### src/rtl/router_pkg.sv
// Shared types and constants for the 8x8 serial router.
// Imported by the per-output arbiter and the round-robin picker.
package router_pkg;

  localparam int N_PORTS      = 8;
  localparam int ADDR_BITS    = 4;
  localparam int PAD_CYCLES   = 10;
  localparam int PAYLOAD_BITS = 32;
  localparam int PKT_CYCLES   = ADDR_BITS + PAD_CYCLES + PAYLOAD_BITS;

  typedef enum logic [1:0] {
    IDLE  = 2'd0,
    BUSY  = 2'd1,
    DRAIN = 2'd2
  } arb_state_t;

  typedef logic [$clog2(N_PORTS)-1:0] port_idx_t;

  // Port after p, wrapping from the last port back to port 0.
  function automatic port_idx_t next_port(input port_idx_t p);
    return (p == port_idx_t'(N_PORTS - 1)) ? '0 : port_idx_t'(p + 1'b1);
  endfunction

endpackage

### src/rtl/router_out_arbiter_if.sv
// Request/grant bundle between the header decoders and one output arbiter.
// master = requesting side, slave = arbiter side.
interface router_out_arbiter_if
  import router_pkg::*;
#(
  parameter int CNT_W = 7
);

  logic [N_PORTS-1:0] req;
  logic [N_PORTS-1:0] grant;
  logic               grant_vld;
  port_idx_t          grant_idx;
  logic               timeout_err;
  logic [CNT_W-1:0]   busy_cnt;

  modport master (
    output req,
    input  grant, grant_vld, grant_idx, timeout_err, busy_cnt
  );

  modport slave (
    input  req,
    output grant, grant_vld, grant_idx, timeout_err, busy_cnt
  );

endinterface

### src/rtl/router_out_arbiter_rr_pick.sv
// Combinational round-robin picker: first set request at or after rr_ptr,
// wrapping around. Rotate, priority-encode the lowest bit, rotate back.
module rr_pick
  import router_pkg::*;
#(
  parameter int N  = N_PORTS,
  parameter int IW = $clog2(N)
) (
  input  logic [N-1:0]  req,
  input  logic [IW-1:0] rr_ptr,
  output logic          found,
  output logic [IW-1:0] idx
);

  logic [2*N-1:0] w_dbl;
  logic [N-1:0]   w_rot;
  logic [IW-1:0]  w_off;
  logic [IW:0]    w_sum;

  always_comb begin
    w_dbl = {req, req} >> rr_ptr;
    w_rot = w_dbl[N-1:0];
    found = |w_rot;
    // Scan downward so the lowest set bit (closest to rr_ptr) wins.
    w_off = '0;
    for (int i = N - 1; i >= 0; i--) begin
      if (w_rot[i]) w_off = IW'(i);
    end
    w_sum = {1'b0, rr_ptr} + {1'b0, w_off};
    idx   = (w_sum >= (IW+1)'(N)) ? IW'(w_sum - (IW+1)'(N)) : w_sum[IW-1:0];
  end

endmodule

### src/rtl/router_out_arbiter.sv
// Per-output round-robin arbiter: one grant at a time, held until the owner's
// packet ends, with a hold watchdog that forces release of a stuck owner.
module router_out_arbiter
  import router_pkg::*;
#(
  parameter int MAX_HOLD = 64,
  parameter int CNT_W    = $clog2(MAX_HOLD + 1)
) (
  input  logic               clock,
  input  logic               reset_n,
  router_out_arbiter_if.slave bus
);

  arb_state_t         r_state, w_state_nx;
  logic [N_PORTS-1:0] r_grant, w_grant_nx;
  port_idx_t          r_grant_idx, w_grant_idx_nx;
  port_idx_t          r_rr_ptr, w_rr_ptr_nx;
  logic [CNT_W-1:0]   r_busy_cnt, w_busy_cnt_nx;
  logic               r_timeout, w_timeout_nx;

  logic               w_pick_found;
  port_idx_t          w_pick_idx;
  logic               w_owner_req;

  rr_pick #(.N(N_PORTS)) u_rr_pick (
    .req    (bus.req),
    .rr_ptr (r_rr_ptr),
    .found  (w_pick_found),
    .idx    (w_pick_idx)
  );

  assign w_owner_req = bus.req[r_grant_idx];

  // NOTE: every signal gets its default first so no path through the case leaves it unassigned (no latch).
  always_comb begin
    w_state_nx     = r_state;
    w_grant_nx     = r_grant;
    w_grant_idx_nx = r_grant_idx;
    w_rr_ptr_nx    = r_rr_ptr;
    w_busy_cnt_nx  = r_busy_cnt;
    w_timeout_nx   = 1'b0;

    unique case (r_state)
      IDLE: begin
        w_grant_nx    = '0;
        w_busy_cnt_nx = '0;
        if (w_pick_found) begin
          w_grant_nx     = {{(N_PORTS-1){1'b0}}, 1'b1} << w_pick_idx;
          w_grant_idx_nx = w_pick_idx;
          w_state_nx     = BUSY;
        end
      end
      BUSY: begin
        if (!w_owner_req) begin
          w_grant_nx    = '0;
          w_busy_cnt_nx = '0;
          w_rr_ptr_nx   = next_port(r_grant_idx);
          w_state_nx    = IDLE;
        end else if (r_busy_cnt == CNT_W'(MAX_HOLD - 1)) begin
          w_grant_nx    = '0;
          w_busy_cnt_nx = '0;
          w_timeout_nx  = 1'b1;
          w_rr_ptr_nx   = next_port(r_grant_idx);
          w_state_nx    = DRAIN;
        end else if (r_busy_cnt != CNT_W'(MAX_HOLD)) begin
          w_busy_cnt_nx = r_busy_cnt + 1'b1;
        end
      end
      DRAIN: begin
        // Keep the timed-out owner off the output until its frame really ends.
        w_grant_nx    = '0;
        w_busy_cnt_nx = '0;
        if (!w_owner_req) w_state_nx = IDLE;
      end
      default: begin
        w_grant_nx    = '0;
        w_busy_cnt_nx = '0;
        w_state_nx    = IDLE;
      end
    endcase
  end

  // NOTE: state registers use non-blocking assignments so all flops update together at the edge.
  always_ff @(posedge clock or negedge reset_n) begin
    if (!reset_n) begin
      r_state     <= IDLE;
      r_grant     <= '0;
      r_grant_idx <= '0;
      r_rr_ptr    <= '0;
      r_busy_cnt  <= '0;
      r_timeout   <= 1'b0;
    end else begin
      r_state     <= w_state_nx;
      r_grant     <= w_grant_nx;
      r_grant_idx <= w_grant_idx_nx;
      r_rr_ptr    <= w_rr_ptr_nx;
      r_busy_cnt  <= w_busy_cnt_nx;
      r_timeout   <= w_timeout_nx;
    end
  end

  assign bus.grant       = r_grant;
  assign bus.grant_vld   = |r_grant;
  assign bus.grant_idx   = r_grant_idx;
  assign bus.timeout_err = r_timeout;
  assign bus.busy_cnt    = r_busy_cnt;

endmodule

### src/flat_wrapper.sv
// flat-port wrapper written by rule: the top's interface ports become plain ports
module router_out_arbiter_flat import router_pkg::*;
#(
  parameter int MAX_HOLD = 64,
  parameter int CNT_W    = $clog2(MAX_HOLD + 1)
)
  (clock, reset_n, bus_req, bus_grant, bus_grant_vld, bus_grant_idx, bus_timeout_err, bus_busy_cnt);
  router_out_arbiter_if #(.CNT_W(CNT_W)) bus_i ();
  input  logic clock;
  input  logic reset_n;
  input wire logic [$bits(bus_i.req)-1:0] bus_req;
  output wire logic [$bits(bus_i.grant)-1:0] bus_grant;
  output wire logic [$bits(bus_i.grant_vld)-1:0] bus_grant_vld;
  output wire logic [$bits(bus_i.grant_idx)-1:0] bus_grant_idx;
  output wire logic [$bits(bus_i.timeout_err)-1:0] bus_timeout_err;
  output wire logic [$bits(bus_i.busy_cnt)-1:0] bus_busy_cnt;
  assign bus_i.req = bus_req;
  assign bus_grant = bus_i.grant;
  assign bus_grant_vld = bus_i.grant_vld;
  assign bus_grant_idx = bus_i.grant_idx;
  assign bus_timeout_err = bus_i.timeout_err;
  assign bus_busy_cnt = bus_i.busy_cnt;
  router_out_arbiter #(.MAX_HOLD(MAX_HOLD), .CNT_W(CNT_W)) u_core (.clock(clock), .reset_n(reset_n), .bus(bus_i));
endmodule
### config.mk
export PLATFORM = sky130hd
export DESIGN_NAME = router_out_arbiter_flat
export DESIGN_NICKNAME = d
export VERILOG_FILES = /design/src/rtl/router_pkg.sv /design/src/rtl/router_out_arbiter_if.sv /design/src/rtl/router_out_arbiter_rr_pick.sv /design/src/rtl/router_out_arbiter.sv /design/src/flat_wrapper.sv
export SDC_FILE = /design/constraint.sdc
export NUM_CORES = 1
export LEC_CHECK = 0
export ABC_AREA = 1
export BUFFER_PORTS_ARGS = -buffer_cell sky130_fd_sc_hd__buf_2
export CORE_MARGIN = 2
export CORE_UTILIZATION = 39
export DETAILED_ROUTE_END_ITERATION = 10
export MAX_ROUTING_LAYER = met4
export PLACE_DENSITY = 0.69
export SLEW_MARGIN = 20
export SYNTH_ARGS = -nofsm -noshare
export SYNTH_HDL_FRONTEND = slang
export SYNTH_HIERARCHICAL = 1
export SYNTH_SLANG_ARGS = --single-unit
### constraint.sdc
create_clock -name clock -period 3.25 [get_ports clock]
set_input_delay 0.1625 -clock clock [delete_from_list [all_inputs] [get_ports clock]]
set_output_delay 0.1625 -clock clock [all_outputs]
set_load 0.02 [all_outputs]
Yosys cells after proc, flatten, opt, wreduce, memory -nomap -nowiden
Index checks and enable logic that the tools add are counted.

$add $sub $neg: 4. Order comparisons: 2. Eq/ne operators: 10. Shifts and indexed selects: 2. Multiplexer cells: 30. Reductions and logical operators: 6.

Operators by type and width (number): $mux W3 (12); $mux W7 (4); $mux W8 (3); $pmux W8 S2 (1); $reduce_or A8 Y1 (2); $shr A16 B3 Y8 (1); $mux W2 (4); $shl A1 B3 Y8 const A (1); $add A7 B1 Y7 const B (1); $eq A7 B6 Y1 const B (1); $ne A7 B7 Y1 const B (1); $ne A2 B2 Y1 const B (3); $pmux W2 S3 (1); $add A3 B3 Y4 (1); $ge A4 B4 Y1 const B (1); $lt A3 B4 Y1 const B (1); $mux W1 (4); $ne A4 B4 Y1 const B (1); $reduce_and A2 Y1 (2); $add A3 B1 Y3 const B (1); $bmux W1 S3 (1); $eq A3 B3 Y1 const B (1); $ne A3 B3 Y1 const B (1); $reduce_and A3 Y1 (1); other kinds (4) (4).

Flip-flop bits (word level): 24. Output and inout port bits: 20.

Logic depth before layout (Yosys ltp)
Gate-level depths: netlist of run 1.

Depth in word-level cells: 15. Gate-level depth with buffers: 24.

Modules after synthesis
The synthesis of run 1 kept the hierarchy.

By module, submodules not included: router_out_arbiter (times used 1, cells an instance 158, area an instance 1247.4 sq um, sequential area each 600.6 sq um); rr_pick (times used 1, cells an instance 97, area an instance 508.0 sq um, sequential area each 0.0 sq um).

Worst setup path after synthesis of run 1
Ideal clock, no wire load.

Path kind: register -> register. Start point: reg u_core.r_rr_ptr[0]. End point: reg u_core.r_grant[0] (netlist: u_core/bus.grant[0]). Library setup time: 65 ps. Data arrival time: 2453 ps. Path slack: 732 ps. Stages on the path, launching flop included: 23. Clock period less this slack: 2518 ps. Path through: dfrtp_1 > buf_6 > inv_8 > nand2_2 > nand3_1 > nand3_1 > nand2_1 > nand2_1 > nand2_1 > nand2_1 > nand2_1 > nand2_1 > a21oi_1 > ha_1 > inv_1 > fa_1 > xor2_1 > nand3b_1 > nand2_1 > inv_1 > nor2_1 > nand2_1 > nand2_1.

Word-level cells in the longest chain between the ends: 15. Elaborated cells on any way between the ends: 17. Classes of those cells: 2 x add/sub; 1 x order compare; 2 x shift; 11 x mux; 1 x reduce/logical.

RTL lines: start, declared (RTL line router_out_arbiter.sv:17) `port_idx_t r_rr_ptr, w_rr_ptr_nx;`; start signal, assigned (RTL line router_out_arbiter.sv:96) `r_rr_ptr <= w_rr_ptr_nx;`; $shr A16 B3 Y8 (RTL line router_out_arbiter_rr_pick.sv:21) `w_dbl = {req, req} >> rr_ptr;`; $mux W3 (8 in a row) (RTL line router_out_arbiter_rr_pick.sv:27) `if (w_rot[i]) w_off = IW'(i);`; $add A3 B3 Y4 (*) (RTL line router_out_arbiter_rr_pick.sv:29) `w_sum = {1'b0, rr_ptr} + {1'b0, w_off};`; $ge A4 B4 Y1 or $sub A3 B1 Y3 (tied branches) (RTL line router_out_arbiter_rr_pick.sv:30) `idx = (w_sum >= (IW+1)'(N)) ? IW'(w_sum - (IW+1)'(N)) : w_sum[IW-1:0];`; $mux W3 (*) (RTL line router_out_arbiter_rr_pick.sv:30); named net u_core.w_pick_idx[2] (RTL line router_out_arbiter.sv:22) `port_idx_t w_pick_idx;`; $shl A1 B3 Y8 (*) (RTL line router_out_arbiter.sv:48) `w_grant_nx = {{(N_PORTS-1){1'b0}}, 1'b1} << w_pick_idx;`; $mux W8 (*) (RTL line router_out_arbiter.sv:47) `if (w_pick_found) begin`; $pmux W8 S2 (*) (RTL line router_out_arbiter.sv:43) `unique case (r_state)`; end signal, assigned (RTL line router_out_arbiter.sv:94) `r_grant <= w_grant_nx;`; end, declared (RTL line router_out_arbiter.sv:15) `logic [N_PORTS-1:0] r_grant, w_grant_nx;`.

The timed path passes the listed nets; every way through them passes the cells marked *. A chain may end at the register's enable or synchronous reset.

Worst setup path in the final report of run 1
Start point: reg u_core.r_rr_ptr[1]. End point: reg u_core.r_grant[0] (netlist: u_core/bus.grant[0]).

The elaborated chain is that of the path after synthesis.

==> reports/qor.txt, run 1 <==
CTS Sinks: 24
RSZ-0062 raised after global routing: no
WP data arrival: 3.03 ns
Pwr per Cell Area: 1020 mW/mm^2
Cells along the critical path: inv_4 > nand3_1 > nand3_1 > nand2_1 > nand2_1 > nand2_1 > nand2_1 > nand2_1 > nand2_1 > a21oi_1 > ha_1 > inv_1 > fa_1 > xor2_1 > nand3b_1 > nand2_1 > inv_1 > nor2_1 > nand2_1 > nand2_1
Peak Freq: 355 MHz
I/O pin cnt: 30
Outcome: finished clean
Initial antenna violation count: 0
Vias/cell: 4.83
Hold Crit Class: primary input to async pin
Tmin final: 2.82 ns
Most common cell after layout, fill and taps aside: nand2_1
Number of inserted diodes: 0
Post-route ant nets: 0
# H-tree levels: 1
Max-slew headroom: 64.0%
Fillers: 451
Placer Congestion: 0.813
Critical path buffer and inverter count: 3
Syn_nets: 271
Core Util, Final: 46.1%
Pint: 952 uW
# DRC: 0
Comb power frac: 65.4%
Worst Tran Pin Value: 0.541 ns
Dpl hpwl: 2870 um
Initial DRC Count: 112
Slew Viols, Final: 0
FP Rows: 24
Largest net degree at the start of global routing: 25
Clk_lat worst skew: 0.26 ns
Share of power burned in the clock network: 9.8%
Starting Density: 40.3%
Syn Inst Count: 255
Die W: 71.1 um
Final setup viols: 0
Worst vdd ir: 0.572 mV
Final hold vios: 0
First-pass GRT wire length: 6720 um
Clk pin slew, worst setup/hold paths: 0.08 ns
Crit-path most repeated cell: nand2_1
TritonCTS clock tree: done
Synth warn: 6
Remaining Overflow, GRT: 0
Leak Pwr: 0.00117 uW
Vias in the first global route: 1558
WL per Instance: 10.9 um
Seq/Total Area, Yosys: 34.2%
Sequential Power Share: 24.8%
CP required: 3.46 ns
Final hold slack: 0.403 ns
Clk buf depth: 2
Crit-path max FO: 10
TritonCTS Buffers: 3
Worst path top cell family by delay: simple AND/OR/NAND/NOR gates
Final Skew: 0.00152 ns
Multi-input gate area: 992 sq um
Synth unique cells: 28
Mean Syn Cell Area: 6.88 sq um
Layout net count: 304
GRT Util Overall: 16.9%
Slowest-stage cell, CP: dfrtp_1
Fin Setup TNS: 0 ns
CTS Root Cell: clkbuf_8
CP endpoint kind: register
Most frequent cells in the layout: nand2_1 (104), nand3_1 (30), buf_2 (29)
Post-synthesis register bit count: 24
Max Cap Violations: 0
Critical path startpoint category: register
CORE AREA: 0.00435 sq mm
Share of post-route cells with drive strength above 1: 20.6%
CP max stage delay: 0.59 ns
Routed WL: 3690 um
Port bufs: 29
Final worst-path cycle share: 86.7%
Psw: 1100 uW
Die Y: 71.1 um
Die Area: 0.00505 sq mm
Area growth from synthesis to layout: 14.5%
Vias: 1637
Sw Share: 53.6%
Cell area after synthesis: 0.00176 sq mm
Router iterations before antenna repair: 4
WS Path Type: register to register
Reg area: 602 sq um
==> power by group through the flow <==
stage / clock, uW / sequential (uW) / combinational, uW
6_report: 201 / 509 / 1340
2_1_floorplan: 0 / 534 / 1050
5_1_grt: 220 / 532 / 1550
3_5_place_dp: 0 / 516 / 1340
3_3_place_gp: 0 / 517 / 1330
4_1_cts: 207 / 511 / 1350
==> cells in the mapped netlist, drive strengths merged <==
library cell | instances | share of area (%)
nand3b | 2 | 0.86
o21bai | 1 | 0.43
nand3 | 36 | 12
inv | 32 | 7.6
ha | 5 | 3.6
a21oi | 2 | 0.78
nor3 | 1 | 0.28
nor3b | 1 | 0.43
nor2 | 20 | 5.6
and2 | 1 | 0.50
nand4 | 1 | 0.36
nor4 | 2 | 0.71
nand2 | 114 | 26
xor2 | 5 | 2.5
buf | 3 | 1.7
o21ai | 4 | 1.1
dfrtp | 24 | 34
fa | 1 | 1.1
==> layer usage <==
metal	wire (um)	track usage (%)
met4	63	6.29
met2	1690	26.6
met3	164	2.14
met5	0	-
met1	1770	22.3
==> flip-flops by register name (all words and copies together) (netlist names) <==
name	flops
u_core/bus.grant	8
u_core/bus.busy_cnt	7
u_core/bus.grant_idx	3
u_core/r_rr_ptr	3
u_core/r_state	2
u_core/bus.timeout_err	1
==> stage by stage <==
stage               cells  cell area, sq um  worst slack (ns)  power, uW
finish                339              2010             0.431       2050
global route          339              2010            0.0186       2310
CTS                   339              2010             0.355       2070
detailed placement    334              1940             0.385       1850
global placement      334              1940             0.413       1850
floorplan             255              1760             0.732       1580
==> logic make-up after synthesis <==
kind of cell | after synthesis | synth area share (%)
xor+xnor | 5 | 2.49
flops | 24 | 34.2
simple gates | 178 | 47.0
buf+inv | 35 | 9.27
fa+ha+maj | 6 | 4.70
compound gates | 7 | 2.35
==> worst paths after layout <==
kind	depth (start not counted)	end	slack (ns)	startpoint
max in group asynchronous	2	u_core/r_rr_ptr[0]$_DFFE_PN0P_	2.45	reset_n
worst min register to register	2	u_core/bus.grant[7]$_DFFE_PN0P_	0.50	u_core/bus.grant[7]$_DFFE_PN0P_
min in group clock	2	u_core/bus.grant[7]$_DFFE_PN0P_	0.50	u_core/bus.grant[7]$_DFFE_PN0P_
worst max-delay path	20	u_core/bus.grant[0]$_DFFE_PN0P_	0.43	u_core/r_rr_ptr[1]$_DFFE_PN0P_
worst max register to register	20	u_core/bus.grant[0]$_DFFE_PN0P_	0.43	u_core/r_rr_ptr[1]$_DFFE_PN0P_
worst min-delay path	2	u_core/bus.grant[0]$_DFFE_PN0P_	0.40	reset_n
==> worst register-to-register path, stage by stage (launching register included) <==
cell and delay [ns]:
dfrtp_1 0.59, inv_4 0.12, nand3_1 0.13, nand3_1 0.07, nand2_1 0.10, nand2_1 0.06, nand2_1 0.05, nand2_1 0.04
nand2_1 0.05, nand2_1 0.04, a21oi_1 0.13, ha_1 0.16, inv_1 0.04, fa_1 0.37, xor2_1 0.16, nand3b_1 0.16
nand2_1 0.07, inv_1 0.05, nor2_1 0.20, nand2_1 0.09, nand2_1 0.08
==> timing repair <==
action	CTS	global route
setup endpoints to repair	0	4
endpoints found under the hold margin	24	0
hold buffers	1	0
resized for setup	0	1
buffers inserted	0	0
==> layout make-up <==
class / instances / area share, %
clock buffers: 4 / 2.74
inverters: 32 / 6.60
multi-input cells: 196 / 49.4
flip-flops and latches: 24 / 30.0
well taps: 52 / 3.24
repair buffers: 31 / 8.09
Note: power is estimated with default switching activity, not from simulation.
==> run 2: changes to the inputs <==
--- a/config.mk
+++ b/config.mk
@@ -7,6 +7,7 @@
 export LEC_CHECK = 0
 export ABC_AREA = 1
 export BUFFER_PORTS_ARGS = -buffer_cell sky130_fd_sc_hd__buf_2
+export CORE_ASPECT_RATIO = 1.75
 export CORE_MARGIN = 2
 export CORE_UTILIZATION = 39
 export DETAILED_ROUTE_END_ITERATION = 10
==> reports/qor.txt, run 2 (same netlist as run 1, synthesis figures left out) <==
Outcome: finished clean
Post-route ant nets: 0
WP data arrival: 3.07 ns
Clk buf depth: 2
Hold Crit Class: primary input to async pin
TritonCTS clock tree: done
# DRC: 0
Pwr per Cell Area: 1030 mW/mm^2
Clk pin slew, worst setup/hold paths: 0.08 ns
Initial DRC Count: 33
CORE AREA: 0.00436 sq mm
Clk_lat worst skew: 0.26 ns
CTS Sinks: 24
Met2 WL: 2310 um
Max-slew headroom: 63.3%
CTS Root Cell: clkbuf_8
FP Rows: 32
I/O pin cnt: 30
Area growth from synthesis to layout: 14.0%
Placer Congestion: 0.836
Worst Tran Pin Value: 0.550 ns
Max Cap Violations: 0
Sequential Power Share: 25.5%
Pwr Total: 2070 uW
Final Skew: 0.00484 ns
Most frequent cells in the layout: nand2_1 (104), nand3_1 (30), buf_2 (29)
Die Y: 92.8 um
Final worst slack: 0.388 ns
Die Area: 0.00507 sq mm
Pint: 942 uW
Leak Pwr: 0.00116 uW
Fin Setup TNS: 0 ns
Worst vdd ir: 0.707 mV
Die W: 54.7 um
Peak Freq: 349 MHz
Reg area: 602 sq um
GRT Util Overall: 19.4%
WS Path Type: register to register
Vias/cell: 4.85
WL met3: 94 um
DRT met1 WL: 1570 um
Final hold slack: 0.411 ns
# H-tree levels: 1
Initial antenna violation count: 0
Fillers: 466
Number of inserted diodes: 0
Share of power burned in the clock network: 9.6%
Sw Share: 54.5%
Largest net degree at the start of global routing: 25
CP endpoint kind: register
Vias: 1633
Port bufs: 29
Setup WS pre-CTS: 0.304 ns
CP required: 3.45 ns
Reg-to-reg startpoint: u_core/r_rr_ptr[1]$_DFFE_PN0P_
Tmin final: 2.86 ns
Crit-path max FO: 10
Slew Viols, Final: 0
Final setup viols: 0
First-pass GRT wire length: 7170 um
Max reg flops: 8
Starting Density: 40.2%
Post-CTS Repair Setup Buffers: 0
Critical path startpoint category: register
Multi-input gate area: 992 sq um
Share of post-route cells with drive strength above 1: 20.3%
Final hold vios: 0
TritonCTS Buffers: 3
Vias in the first global route: 1575
RSZ-0062 raised after global routing: no
Remaining Overflow, GRT: 0
Core Util, Final: 45.8%
Layout net count: 303
Router iterations before antenna repair: 4
Final worst-path cycle share: 88.1%
Psw: 1130 uW
Comb power frac: 64.9%
Dpl hpwl: 3200 um
CP Launch Point: u_core/r_rr_ptr[1]$_DFFE_PN0P_
WL per Instance: 11.9 um
Routed WL: 4010 um
Most common cell after layout, fill and taps aside: nand2_1
Top sig layer: met4
==> run 2: changes by cell type in the layout (fill, tap and decap cells not counted), sizes merged <==
cell | previous run | this run
buf | 30 | 29
==> run 2: through the flow <==
| stage | cells | area, sq um |
|---|---|---|
| detailed placement | 332 | 1930 |
| CTS | 337 | 2000 |
| global placement | 332 | 1930 |
| global route | 337 | 2000 |
| floorplan | 255 | 1760 |
| finish | 337 | 2000 |
==> run 2: final cells by class <==
cell class / instances / share of cell area [%]
Tap cell: 51 / 3.19
Sequential cell: 24 / 30.1
Timing Repair Buffer: 30 / 7.75
Clock buffer: 4 / 2.75
Multi-Input combinational cell: 196 / 49.6
Inverter: 32 / 6.63
==> run 2: worst paths after layout <==
check	endpoint	slack (ns)	cells after the start
min in group clock	u_core/bus.grant[5]$_DFFE_PN0P_	0.50	2
hold reg to reg	u_core/bus.grant[5]$_DFFE_PN0P_	0.50	2
hold / removal	u_core/bus.busy_cnt[4]$_DFFE_PN0P_	0.41	2
max in group asynchronous	u_core/r_rr_ptr[0]$_DFFE_PN0P_	2.44	2
setup reg to reg	u_core/bus.grant[1]$_DFFE_PN0P_	0.39	20
setup / recovery	u_core/bus.grant[1]$_DFFE_PN0P_	0.39	20
==> run 2: power by group through the flow <==
| stage | clock network (uW) | logic [uW] | registers, uW |
|---|---|---|---|
| 6_report | 199 | 1340 | 528 |
| 5_1_grt | 223 | 1560 | 547 |
| 4_1_cts | 207 | 1350 | 527 |
| 3_5_place_dp | 0 | 1340 | 533 |
| 3_3_place_gp | 0 | 1320 | 531 |
| 2_1_floorplan | 0 | 1050 | 534 |
==> run 2: timing repair <==
item                       CTS  global route
hold endpoints to repair    24             0
setup endpoints to repair    0             4
resized for setup            0             1
hold buffers                 1             0
==> run 2: per-layer routing <==
layer,up-vias,global-route usage (%)
met5,-,-
met1,755,22.0
met4,0,6.25
met3,2,0.968
met2,20,34.4
li1,856,-
==> run 2: critical path: stages (launching register included) <==
cell,delay (ns)
dfrtp_1,0.60
inv_4,0.12
nand3_1,0.15
nand3_1,0.08
nand2_1,0.11
nand2_1,0.06
nand2_1,0.05
nand2_1,0.04
nand2_1,0.05
nand2_1,0.04
a21oi_1,0.13
ha_1,0.16
inv_1,0.04
fa_1,0.37
xor2_1,0.16
nand3b_1,0.17
nand2_1,0.07
inv_1,0.05
nor2_1,0.20
nand2_1,0.09
nand2_1,0.07
